## config.mk

```make
export PLATFORM = sky130hd
export DESIGN_NAME = hazard_controller
export DESIGN_NICKNAME = d
export VERILOG_FILES = /design/src/rtl/hazard_controller.sv
export SDC_FILE = /design/constraint.sdc
export NUM_CORES = 1
export LEC_CHECK = 0
export CAP_MARGIN = 20
export CORE_ASPECT_RATIO = 0.5
export CORE_MARGIN = 10
export CORE_UTILIZATION = 46
export DETAILED_ROUTE_END_ITERATION = 16
export PLACE_DENSITY = 0.79
export SYNTH_ARGS = -nofsm -noshare
export SYNTH_HDL_FRONTEND = slang
export SYNTH_SLANG_ARGS = --single-unit
```

## constraint.sdc

```tcl
create_clock -name clk -period 2.35 [get_ports clk]
set_clock_uncertainty 0.15 [all_clocks]
set_input_delay 0.47 -clock clk [delete_from_list [all_inputs] [get_ports clk]]
set_output_delay 0.47 -clock clk [all_outputs]
set_load 0.02 [all_outputs]
```

## src/rtl/hazard_controller.sv

```systemverilog
// Pipeline hazard controller: RAW stall detection, branch flush sequencing,
// data-memory wait freezing with a watchdog, and saturating stall/flush counters.
module hazard_controller #(
    parameter int MAX_WAIT = 16,
    parameter int CNT_W    = 16
) (
    input  logic             clk,
    input  logic             rst,
    input  logic             fwd_en,
    input  logic             id_valid,
    input  logic [3:0]       id_src_1,
    input  logic [3:0]       id_src_2,
    input  logic             id_two_src,
    input  logic [3:0]       exe_dest,
    input  logic             exe_wb_en,
    input  logic             exe_mem_r_en,
    input  logic [3:0]       mem_dest,
    input  logic             mem_wb_en,
    input  logic             branch_taken,
    input  logic             mem_req,
    input  logic             mem_ready,
    output logic             freeze_pc,
    output logic             freeze_if_id,
    output logic             flush_if_id,
    output logic             flush_id_exe,
    output logic             freeze_pipe,
    output logic             mem_timeout,
    output logic [CNT_W-1:0] stall_cnt,
    output logic [CNT_W-1:0] flush_cnt
);

    localparam int WAIT_W = (MAX_WAIT < 2) ? 1 : $clog2(MAX_WAIT + 1);
    localparam logic [WAIT_W-1:0] WAIT_LAST = WAIT_W'(MAX_WAIT - 1);

    typedef enum logic [1:0] {RUN, HAZ_STALL, MEM_WAIT, ERROR} state_t;

    state_t            state, next_state;
    logic [WAIT_W-1:0] wait_cnt, wait_next;
    logic              stall_inc, flush_inc;
    logic              hazard, mem_wait;

    // With forwarding only a load in EXE is unresolvable; without it any
    // in-flight writer in EXE or MEM blocks the read.
    function automatic logic haz(input logic [3:0] s);
        if (fwd_en)
            haz = (s == exe_dest) && exe_wb_en && exe_mem_r_en;
        else
            haz = ((s == exe_dest) && exe_wb_en) || ((s == mem_dest) && mem_wb_en);
    endfunction

    always_comb begin
        hazard   = id_valid && (haz(id_src_1) || (id_two_src && haz(id_src_2)));
        mem_wait = mem_req && !mem_ready;
    end

    always_comb begin
        // NOTE: every output gets a default first so no path through the
        // branches below leaves a signal unassigned and infers a latch.
        freeze_pc    = 1'b0;
        freeze_if_id = 1'b0;
        flush_if_id  = 1'b0;
        flush_id_exe = 1'b0;
        freeze_pipe  = 1'b0;
        mem_timeout  = 1'b0;
        next_state   = RUN;
        wait_next    = '0;
        stall_inc    = 1'b0;
        flush_inc    = 1'b0;

        if (state == ERROR) begin
            freeze_pipe = 1'b1;
            mem_timeout = 1'b1;
            next_state  = ERROR;
            wait_next   = wait_cnt;
        end else if (mem_wait) begin
            freeze_pipe = 1'b1;
            wait_next   = wait_cnt + 1'b1;
            next_state  = (wait_cnt == WAIT_LAST) ? ERROR : MEM_WAIT;
        end else if (branch_taken) begin
            // The ID instruction is squashed, so its hazard is irrelevant.
            flush_if_id  = 1'b1;
            flush_id_exe = 1'b1;
            flush_inc    = 1'b1;
        end else if (hazard) begin
            freeze_pc    = 1'b1;
            freeze_if_id = 1'b1;
            flush_id_exe = 1'b1;
            stall_inc    = 1'b1;
            next_state   = HAZ_STALL;
        end
    end

    always_ff @(posedge clk) begin
        // NOTE: sequential state uses non-blocking assignments so every
        // register samples the pre-edge values regardless of statement order.
        if (!rst) begin
            state     <= RUN;
            wait_cnt  <= '0;
            stall_cnt <= '0;
            flush_cnt <= '0;
        end else begin
            state    <= next_state;
            wait_cnt <= wait_next;
            if (stall_inc && (stall_cnt != '1))
                stall_cnt <= stall_cnt + 1'b1;
            if (flush_inc && (flush_cnt != '1))
                flush_cnt <= flush_cnt + 1'b1;
        end
    end

endmodule

```

# Yosys cells after proc, flatten, opt, wreduce, memory -nomap -nowiden
# Index checks and enable logic that the tools add are counted.
# Widths: inputs -> output; s select.
[classes]
n_mux = 21
shifts = 0
magnitude_cmp = 0
mul = 0
reduce_logical = 15
addsub = 3
eq_ne = 8
n_bitwise = 0
div = 0
[ops]
columns = ["cell", "n"]
rows = [
  ["$add 16x1->16 const B", 2],
  ["$ne 16x16->1 const B", 2],
  ["$mux 1", 18],
  ["$eq 4x4->1", 4],
  ["$logic_and 1x1->1", 11],
  ["$add 5x1->5 const B", 1],
  ["$eq 5x4->1 const B", 1],
  ["$mux 5", 1],
  ["$mux 2", 2],
  ["$logic_or 1x1->1", 3],
  ["$eq 2x2->1 const B", 1],
  ["$logic_not 1->1", 1],
]
[totals]
elab_cells = 51
register_bits = 39
latch_bits = 0
memories = 0
mem_bits_ro = 0
ramBits = 0
output_inout_bits = 38

# Depth between registers and ports, before layout
# Gate-level depths: netlist of run 1.
[logic_depth]
ltp_word = 12
mapped_depth = 9
depth_no_buf = 7

# Worst setup path after synthesis of run 1
# OpenSTA, ideal clock, no wires.
[synth_path]
path_kind = "input port to output port"
startpoint = "in mem_ready"
endpoint = "out freeze_pc"
required_ps = 1730
path_slack_ps = -89
n_path_buf = 3
t_arrival_ps = 1819
stages = 8
path_cell_list = "nand2b_1 > nand2_1 > nor2_1 > o21ai_1 > buf_2 > clkbuf_1 > inv_1 > buf_4"
[synth_between]
elab_chain_cells = 4
[synth_lines]
columns = ["item", "line_no", "rtl"]
rows = [
  ["start, declared", "21", "input logic mem_ready,"],
  ["$logic_not 1->1", "53", "mem_wait = mem_req && !mem_ready;"],
  ["$logic_and 1x1->1", "53", ""],
  ["$mux 1 (2 in series)", "n/a", ""],
  ["end, declared", "22", "output logic freeze_pc,"],
]
# Every way passes these cells.

# Worst setup path in the final report of run 1
[layout_path]
startpoint = "in exe_wb_en"
endpoint = "out flush_id_exe"
[layout_between]
elab_chain_cells = 10
elab_cells_between_ends = 15
[layout_lines]
columns = ["item", "line_no", "rtl"]
rows = [
  ["start, declared", "15", "input logic exe_wb_en,"],
  ["$logic_and 1x1->1", "46, 48", ""],
  ["$logic_or 1x1->1 / $logic_and 1x1->1 (equally long branches)", "48, 46", ""],
  ["$mux 1", "45", "if (fwd_en)"],
  ["$logic_and 1x1->1", "52", "hazard = id_valid && (haz(id_src_1) || (id_two_src && haz(id_src_2)));"],
  ["$logic_or 1x1->1 *", "52", ""],
  ["$logic_and 1x1->1 *", "52", ""],
  ["$mux 1 *", "84", "end else if (hazard) begin"],
  ["$mux 1 *", "79", "end else if (branch_taken) begin"],
  ["$mux 1 *", "75", "end else if (mem_wait) begin"],
  ["$mux 1 *", "70", "if (state == ERROR) begin"],
  ["end, declared", "25", "output logic flush_id_exe,"],
]
# Mark *: on every way between the ends. The rest lies on a longest branch, timed or not.

==> metrics.md, run 1 <==
| Metric | Value |
|---|---|
| Number of placed instances, taps included | `390` |
| Register area share after synthesis | `0.3732` |
| Combinational group share of total power | `0.131` |
| Worst flop-to-flop path endpoint | `stall_cnt[6]` |
| Cell Int Power | `1.080 mW` |
| Summed instance area of the synthesized netlist | `2092 sq um` |
| Share of total power in the clock network | `0.397` |
| Post-layout worst setup margin | `0.03619 ns` |
| Number of antenna violations at the first check in global routing | `0` |
| Max transition margin | `0.7189` |
| Outcome | `completed` |
| Delay-heaviest family, CP | `buffers and inverters` |
| Primary flip-flop cell chosen by synthesis mapping | `sky130_fd_sc_hd__dfxtp_1` |
| Post-Layout Cell Count | `403` |
| Endpoints failing setup | `0` |
| Critical path data arrival time | `1.69 ns` |
| Syn Inst Count | `258` |
| Routed WL per cell | `14.78 microns` |
| Detailed placement HPWL | `4288 microns` |
| CTS clk-pin slew, worst paths | `0.07 ns` |
| Worst min-delay path category | `reg -> reg` |
| Crit. End Element | `output pin` |
| Number of buffers and inverters on the critical path | `2` |
| Die Footprint | `7809 sq um` |
| Number of global-route vias before repair | `2040` |
| Number of enable-type register cells in the synthesized netlist | `0` |
| Top-level port count | `65` |
| CTS sink cnt | `39` |
| Count of state elements after synthesis | `39` |
| Critical hold path startpoint | `wait_cnt[1]` |
| Sw Share | `0.2445` |
| Starting density of the core | `0.4751` |
| Final design instance area without fill | `3113 sq um` |
| Category of the worst setup path launch point | `input port` |
| Area used by multi-input combinational logic | `1318 sq um` |
| Maximum vdd drop | `0.2415 mV` |
| Root buffer selected by CTS | `sky130_fd_sc_hd__clkbuf_8` |
| Required @ worst endpoint | `1.73 ns` |
| Number of hold buffers added after CTS | `0` |
| Reg2Reg Setup Slack | `0.27 ns` |
| Delay contributed by the slowest stage of the critical path | `0.51 ns` |
| Post-detailed-route DRC marker count | `0` |
| Number of distinct library cells after synthesis | `38` |
| Synth Warn # | `0` |
| Level count of the clock H-tree | `2` |
| Clock tree from TritonCTS | `built` |
| Final number of hold-violating endpoints | `0` |
| Die Wd | `115.4 microns` |
| Final Routed Wirelength | `5957 microns` |
| Layout area overhead | `48.80%` |
| Skew-Pair Late Insertion Delay | `0.30 ns` |
| Number of port buffers | `64` |
| Crit-path max FO | `2` |
| Worst slack at placement | `-0.7412 ns` |
| Filler cell count in the final layout | `342` |
| Critical register-to-register path startpoint | `stall_cnt[0]` |
| Chip height | `67.69 microns` |
| Syn avg cell area | `8.109 sq um` |
| Final worst path period share | `0.9846` |
| Weighted congestion reported at the end of routability-driven placement | `0.7714` |
| Layout cell share with drive strength beyond 1 | `0.1821` |
| Maximum clock rate | `432.2 MHz` |
| Hold path depth | `2` |
| Pin count of the biggest net entering global routing | `29` |
| Period minus WS final | `2.314 ns` |
| Max-slew violation count | `0` |
| WHS Endpoint | `wait_cnt[1]` |
| DP Area | `2917 sq um` |
| Critical path's slowest cell | `sky130_fd_sc_hd__clkdlybuf4s50_1` |
| Logic depth of the worst register-to-register path | `7` |
| Fraction of registers with async set/reset | `0` |
| TritonCTS Buffers | `5` |
| Core outline area | `4403 sq um` |
| Number of rows created at floorplan | `17` |
| Sequential share of power | `0.472` |
| Detailed Route Iter0 Violations | `105` |
| Wire length of the first global-routing pass | `9397 microns` |
| Static Leakage | `1.154 nW` |
| Via total after detailed routing | `2173` |
| Pwr per Cell Area | `459.4 nW/um^2` |
| Remaining antenna violation count | `0` |
| Net count of the finished layout | `376` |
| Syn Nets | `289` |
| Gr usage total | `0.1474` |
| Final antenna diode count | `0` |
| Transition time of the tightest slew-check pin | `0.4184 ns` |
| Sequential cell area | `780.7 sq um` |
| Maximum clock insertion buffer count | `2` |
| Number of maximum-capacitance constraint violations | `0` |
| Switching pwr | `349.6 uW` |
| Kind of critical path | `in -> out` |
| Cell-by-cell listing of the critical path | `clkdlybuf4s50_1 > o2111ai_2 > o22ai_2 > o21ai_2 > a21oi_1 > buf_4` |
| Initial DRT Pass Iterations | `7` |
| Via density per instance | `5.392` |
| GRT overflow | `0` |
[routing by layer]
layer  GRT usage  vias up  wire (microns)
met3     0.03802       12             336
met5           0        -               0
met4     0.05956        0             105
li1            -     1093               -
met2      0.2842       58            3076
met1      0.1531     1010            2438
[how the worst max path moves through the flow]
stage	start	endpoint	slack, ns	depth (start not counted)
2_1_floorplan	mem_dest[3]	freeze_pc	0.03	8
3_3_place_gp	id_src_2[3]	flush_id_exe	-0.72	7
3_5_place_dp	id_src_2[3]	flush_id_exe	-0.74	7
4_1_cts	mem_dest[1]	flush_id_exe	0.009	8
5_1_grt	id_src_1[2]	flush_id_exe	-0.02	7
6_report	exe_wb_en	flush_id_exe	0.04	6
[power groups by stage]
stage	logic, mW	clock network, mW	registers (mW)
after floorplan	0.0717	0	0.693
after global placement	0.172	0	0.689
after detailed placement	0.176	0	0.689
after CTS	0.172	0.582	0.674
after global routing	0.202	0.605	0.675
final	0.187	0.568	0.674
[kinds of logic after synthesis]
family | after synthesis | synth area share
simple gates | 112 | 0.2733
compound gates | 47 | 0.1435
flops | 39 | 0.3732
xor+xnor | 27 | 0.1130
buf+inv | 23 | 0.04426
mux | 6 | 0.02871
fa+ha+maj | 4 | 0.02392
[worst min-delay path, delay by kind of cell, from the launching register on]
family	cells	cell delay (ns)
AND/OR/NAND/NOR	1	0.06
AO/OA/AOI/OAI	1	0.05
flip-flops	1	0.34
[cells in the mapped netlist, types with 3 or more instances]
master,instances,area share
sky130_fd_sc_hd__xnor2_1,23,0.096
sky130_fd_sc_hd__mux2i_1,6,0.029
sky130_fd_sc_hd__nand3_1,15,0.036
sky130_fd_sc_hd__dfxtp_1,39,0.37
sky130_fd_sc_hd__clkbuf_1,6,0.011
sky130_fd_sc_hd__a21oi_1,17,0.041
sky130_fd_sc_hd__nor3_1,6,0.014
sky130_fd_sc_hd__inv_1,13,0.023
sky130_fd_sc_hd__and3_1,3,0.0090
sky130_fd_sc_hd__nand4_1,8,0.024
sky130_fd_sc_hd__or3_1,7,0.021
sky130_fd_sc_hd__ha_1,4,0.024
sky130_fd_sc_hd__xor2_1,4,0.017
sky130_fd_sc_hd__or4_1,8,0.029
sky130_fd_sc_hd__nand2b_1,4,0.012
sky130_fd_sc_hd__nor4_1,5,0.015
sky130_fd_sc_hd__o31ai_1,6,0.022
sky130_fd_sc_hd__and4_1,3,0.013
sky130_fd_sc_hd__nor2_1,22,0.039
sky130_fd_sc_hd__o21ai_0,9,0.022
sky130_fd_sc_hd__nand2_1,27,0.048
[placed cells by master, fill, tap and decap left out, types with 5 or more instances in the layout]
cell,instances
sky130_fd_sc_hd__clkbuf_8,5
sky130_fd_sc_hd__nand2_1,25
sky130_fd_sc_hd__clkdlybuf4s15_1,6
sky130_fd_sc_hd__nor3_1,6
sky130_fd_sc_hd__inv_1,11
sky130_fd_sc_hd__clkbuf_2,9
sky130_fd_sc_hd__or4_1,8
sky130_fd_sc_hd__dlygate4sd2_1,6
sky130_fd_sc_hd__dfxtp_1,39
sky130_fd_sc_hd__nor2_1,22
sky130_fd_sc_hd__buf_4,26
sky130_fd_sc_hd__or3_1,7
sky130_fd_sc_hd__nand3_1,13
sky130_fd_sc_hd__xnor2_2,7
sky130_fd_sc_hd__clkdlybuf4s50_1,39
sky130_fd_sc_hd__nor4_1,5
sky130_fd_sc_hd__nand4_1,8
sky130_fd_sc_hd__mux2i_1,6
sky130_fd_sc_hd__o21ai_0,7
sky130_fd_sc_hd__o31ai_1,6
sky130_fd_sc_hd__xnor2_1,16
sky130_fd_sc_hd__a21oi_1,17
[what timing repair did]
action / 4_1_cts / 5_1_grt
cloned: 0 / 0
pin swaps: 9 / 17
gates resized for setup: 46 / 35
setup buffers: 2 / 3
hold endpoints to repair: 0 / 0
setup endpoints to repair: 17 / 15
[state kept, by name (all words and copies together) (netlist names)]
name and cells:
flush_cnt 16, stall_cnt 16, wait_cnt 5, state 2
[metrics by stage]
stage / TNS [ns] / utilization / hold WS, ns / total power, mW
after global routing: -0.02205 / 0.7070 / 0.3628 / 1.482
after global placement: -8.726 / 0.6624 / 0.3148 / 0.8609
after CTS: 0 / 0.6925 / 0.3437 / 1.428
final: 0 / 0.7070 / 0.3460 / 1.430
after floorplan: 0 / - / 0.2992 / 0.7642
after detailed placement: -9.743 / 0.6624 / 0.3290 / 0.8655
[area by class of cell]
class,instances,area share
Inverter,14,0.01688
Sequential cell,39,0.2508
Clock inverter,3,0.01407
Multi-Input combinational cell,196,0.4232
Tap cell,57,0.02291
Clock buffer,5,0.02211
Timing Repair Buffer,89,0.2500
Note: power is estimated with default switching activity, not from simulation.
==> inputs of run 2 (changes only) <==
GPL_ROUTABILITY_DRIVEN = 0   (was not set)
MAX_ROUTING_LAYER = met4   (was not set)
==> run 2 against run 1 <==
Against the previous run:
- setup slack improved by 0.0077 ns
- critical path depth did not move
- core utilization is the same
- flip-flop and latch count did not move
- maximum frequency is 0.33% higher
- final cell count unchanged
- combinational power barely moved
- power is essentially flat
- largest cell class unchanged
==> metrics.md, run 2 (synthesized netlist as in run 1, its figures left out) <==
| Metric | Value |
|---|---|
| Die Footprint | `7809 sq um (unchanged)` |
| Wire length of the first global-routing pass | `9411 microns (+0.15%)` |
| Final antenna diode count | `0 (unchanged)` |
| Skew-Pair Late Insertion Delay | `0.30 ns (about the same)` |
| Post-layout worst setup margin | `0.04389 ns (+0.007702 ns)` |
| Maximum clock rate | `433.6 MHz (+0.33%)` |
| Maximum clock insertion buffer count | `2 (unchanged)` |
| Endpoints failing setup | `0 (unchanged)` |
| Remaining antenna violation count | `0 (unchanged)` |
| Transition time of the tightest slew-check pin | `0.4243 ns (+0.005835 ns)` |
| Layer carrying the most global-route usage | `met2` |
| Critical path startpoint | `exe_wb_en` |
| Kind of critical path | `in -> out` |
| Commonest cells after routing, fill and taps aside | `39 x sky130_fd_sc_hd__dfxtp_1, 39 x sky130_fd_sc_hd__clkdlybuf4s50_1, 26 x sky130_fd_sc_hd__buf_4` |
| Static Leakage | `1.154 nW (unchanged)` |
| Worst min-delay path category | `reg -> reg` |
| Max-slew violation count | `0 (unchanged)` |
| Via density per instance | `5.402 (+0.18%)` |
| Pin count of the biggest net entering global routing | `29 (unchanged)` |
| Level count of the clock H-tree | `2 (unchanged)` |
| Number of rows created at floorplan | `17 (unchanged)` |
| Die Wd | `115.4 microns (unchanged)` |
| Maximum vdd drop | `0.2415 mV (about the same)` |
| Critical path data arrival time | `1.69 ns (about the same)` |
| Via total after detailed routing | `2177 (+0.18%)` |
| Number of maximum-capacitance constraint violations | `0 (unchanged)` |
| Gr usage total | `0.1523 (+0.004915)` |
| Detailed placement HPWL | `4288 microns (unchanged)` |
| Pwr per Cell Area | `459.2 nW/um^2 (about the same)` |
| Detailed Route Iter0 Violations | `115 (+9.5%)` |
| Largest registers ranked by flip-flop count | `flush_cnt (16), stall_cnt (16), wait_cnt (5)` |
| Top-level port count | `65 (unchanged)` |
| Layout area overhead | `48.80% (unchanged)` |
| CTS sink cnt | `39 (unchanged)` |
| Critical path endpoint | `flush_id_exe` |
| Category of the worst setup path launch point | `input port` |
| Reg2Reg Setup Slack | `0.27 ns (about the same)` |
| Outcome | `completed` |
| Period minus WS final | `2.306 ns (-0.007702 ns)` |
| Critical register-to-register path startpoint | `stall_cnt[2]` |
| Post-layout power | `1.429 mW (about the same)` |
| Worst slack at placement | `-0.7412 ns (unchanged)` |
| GRT met3 Usage | `0.03271 (-0.005305)` |
| Post-detailed-route DRC marker count | `0 (unchanged)` |
| Worst flop-to-flop path endpoint | `stall_cnt[13]` |
| TritonCTS Buffers | `5 (unchanged)` |
| Logic depth of the worst register-to-register path | `6 (-1)` |
| Routed WL per cell | `14.72 microns (-0.40%)` |
| Chip height | `67.69 microns (unchanged)` |
| Required @ worst endpoint | `1.73 ns (about the same)` |
| Initial DRT Pass Iterations | `7 (unchanged)` |
| Met2 track utilization from global routing | `0.2828 (-0.001417)` |
| Number of global-route vias before repair | `2037 (-0.15%)` |
| Critical hold path startpoint | `wait_cnt[1]` |
| Final number of hold-violating endpoints | `0 (unchanged)` |
| Number of antenna violations at the first check in global routing | `0 (unchanged)` |
| Starting density of the core | `0.4751 (unchanged)` |
| Net count of the finished layout | `376 (unchanged)` |
| CTS clk-pin slew, worst paths | `0.07 ns (about the same)` |
| Max transition margin | `0.7150 (-0.003920)` |
| Final worst path period share | `0.9813 (-0.003277)` |
| Final Routed Wirelength | `5933 microns (-0.40%)` |
| Number of hold buffers added after CTS | `0 (unchanged)` |
| Clock tree from TritonCTS | `built` |
| Root buffer selected by CTS | `sky130_fd_sc_hd__clkbuf_8` |
| Core outline area | `4403 sq um (unchanged)` |
| Number of port buffers | `64 (unchanged)` |
| Met1 demand-to-capacity share in global routing | `0.1576 (+0.004562)` |
| Crit-path max FO | `2 (unchanged)` |
| Crit. End Element | `output pin` |
| GRT overflow | `0 (unchanged)` |
| Layout cell share with drive strength beyond 1 | `0.1821 (unchanged)` |
-- run 2: cell counts in the layout (fill, tap and decap cells not counted) --
Identical to the previous run, type by type.
-- run 2: metal layers --
metal	part of all wire	up-vias
li1	-	1097
met1	0.42	1004
met2	0.52	66
met3	0.049	10
met4	0.017	0
met5	0	-
-- run 2: how the worst min path moves through the flow --
stage	endpoint	cells past startpoint
after floorplan	wait_cnt[1]	2
after global placement	wait_cnt[1]	2
after detailed placement	stall_cnt[7]	2
after CTS	wait_cnt[1]	2
after global routing	wait_cnt[4]	2
final	wait_cnt[1]	2
-- run 2: through the flow --
step            TNS, ns  hold slack, ns  cell area [sq um]    util  std cells
6_report              0          0.3460               3113  0.7070        403
5_1_grt        -0.02205          0.3628               3113  0.7070        403
4_1_cts               0          0.3437               3049  0.6925        400
3_5_place_dp     -9.743          0.3290               2917  0.6624        390
3_3_place_gp     -8.726          0.3148               2917  0.6624        390
2_1_floorplan         0          0.2992               2095       -        258
-- run 2: where the power goes --
group | internal [mW] | switching (mW)
logic | 0.0976 | 0.0893
clock network | 0.316 | 0.252
registers | 0.667 | 0.00778
-- run 2: final cells by class --
class	count	area, sq um
clock buffer	5	68.82
clock inverter	3	43.79
fill	342	1290
inverter	14	52.55
multi-input combinational	196	1318
sequential	39	780.7
tap	57	71.32
timing repair buffer	89	778.2
-- run 2: worst max-delay path, stage by stage --
cell and delay (ns):
sky130_fd_sc_hd__clkdlybuf4s50_1 0.51, sky130_fd_sc_hd__o2111ai_2 0.12, sky130_fd_sc_hd__o22ai_2 0.20, sky130_fd_sc_hd__o21ai_2 0.08
sky130_fd_sc_hd__a21oi_1 0.15, sky130_fd_sc_hd__buf_4 0.16
-- run 2: timing repair --
action	CTS	global route
pin swaps	9	17
hold endpoints to repair	0	0
cloned	0	0
resized for setup	46	35
setup endpoints to repair	17	15
buffers inserted	2	3
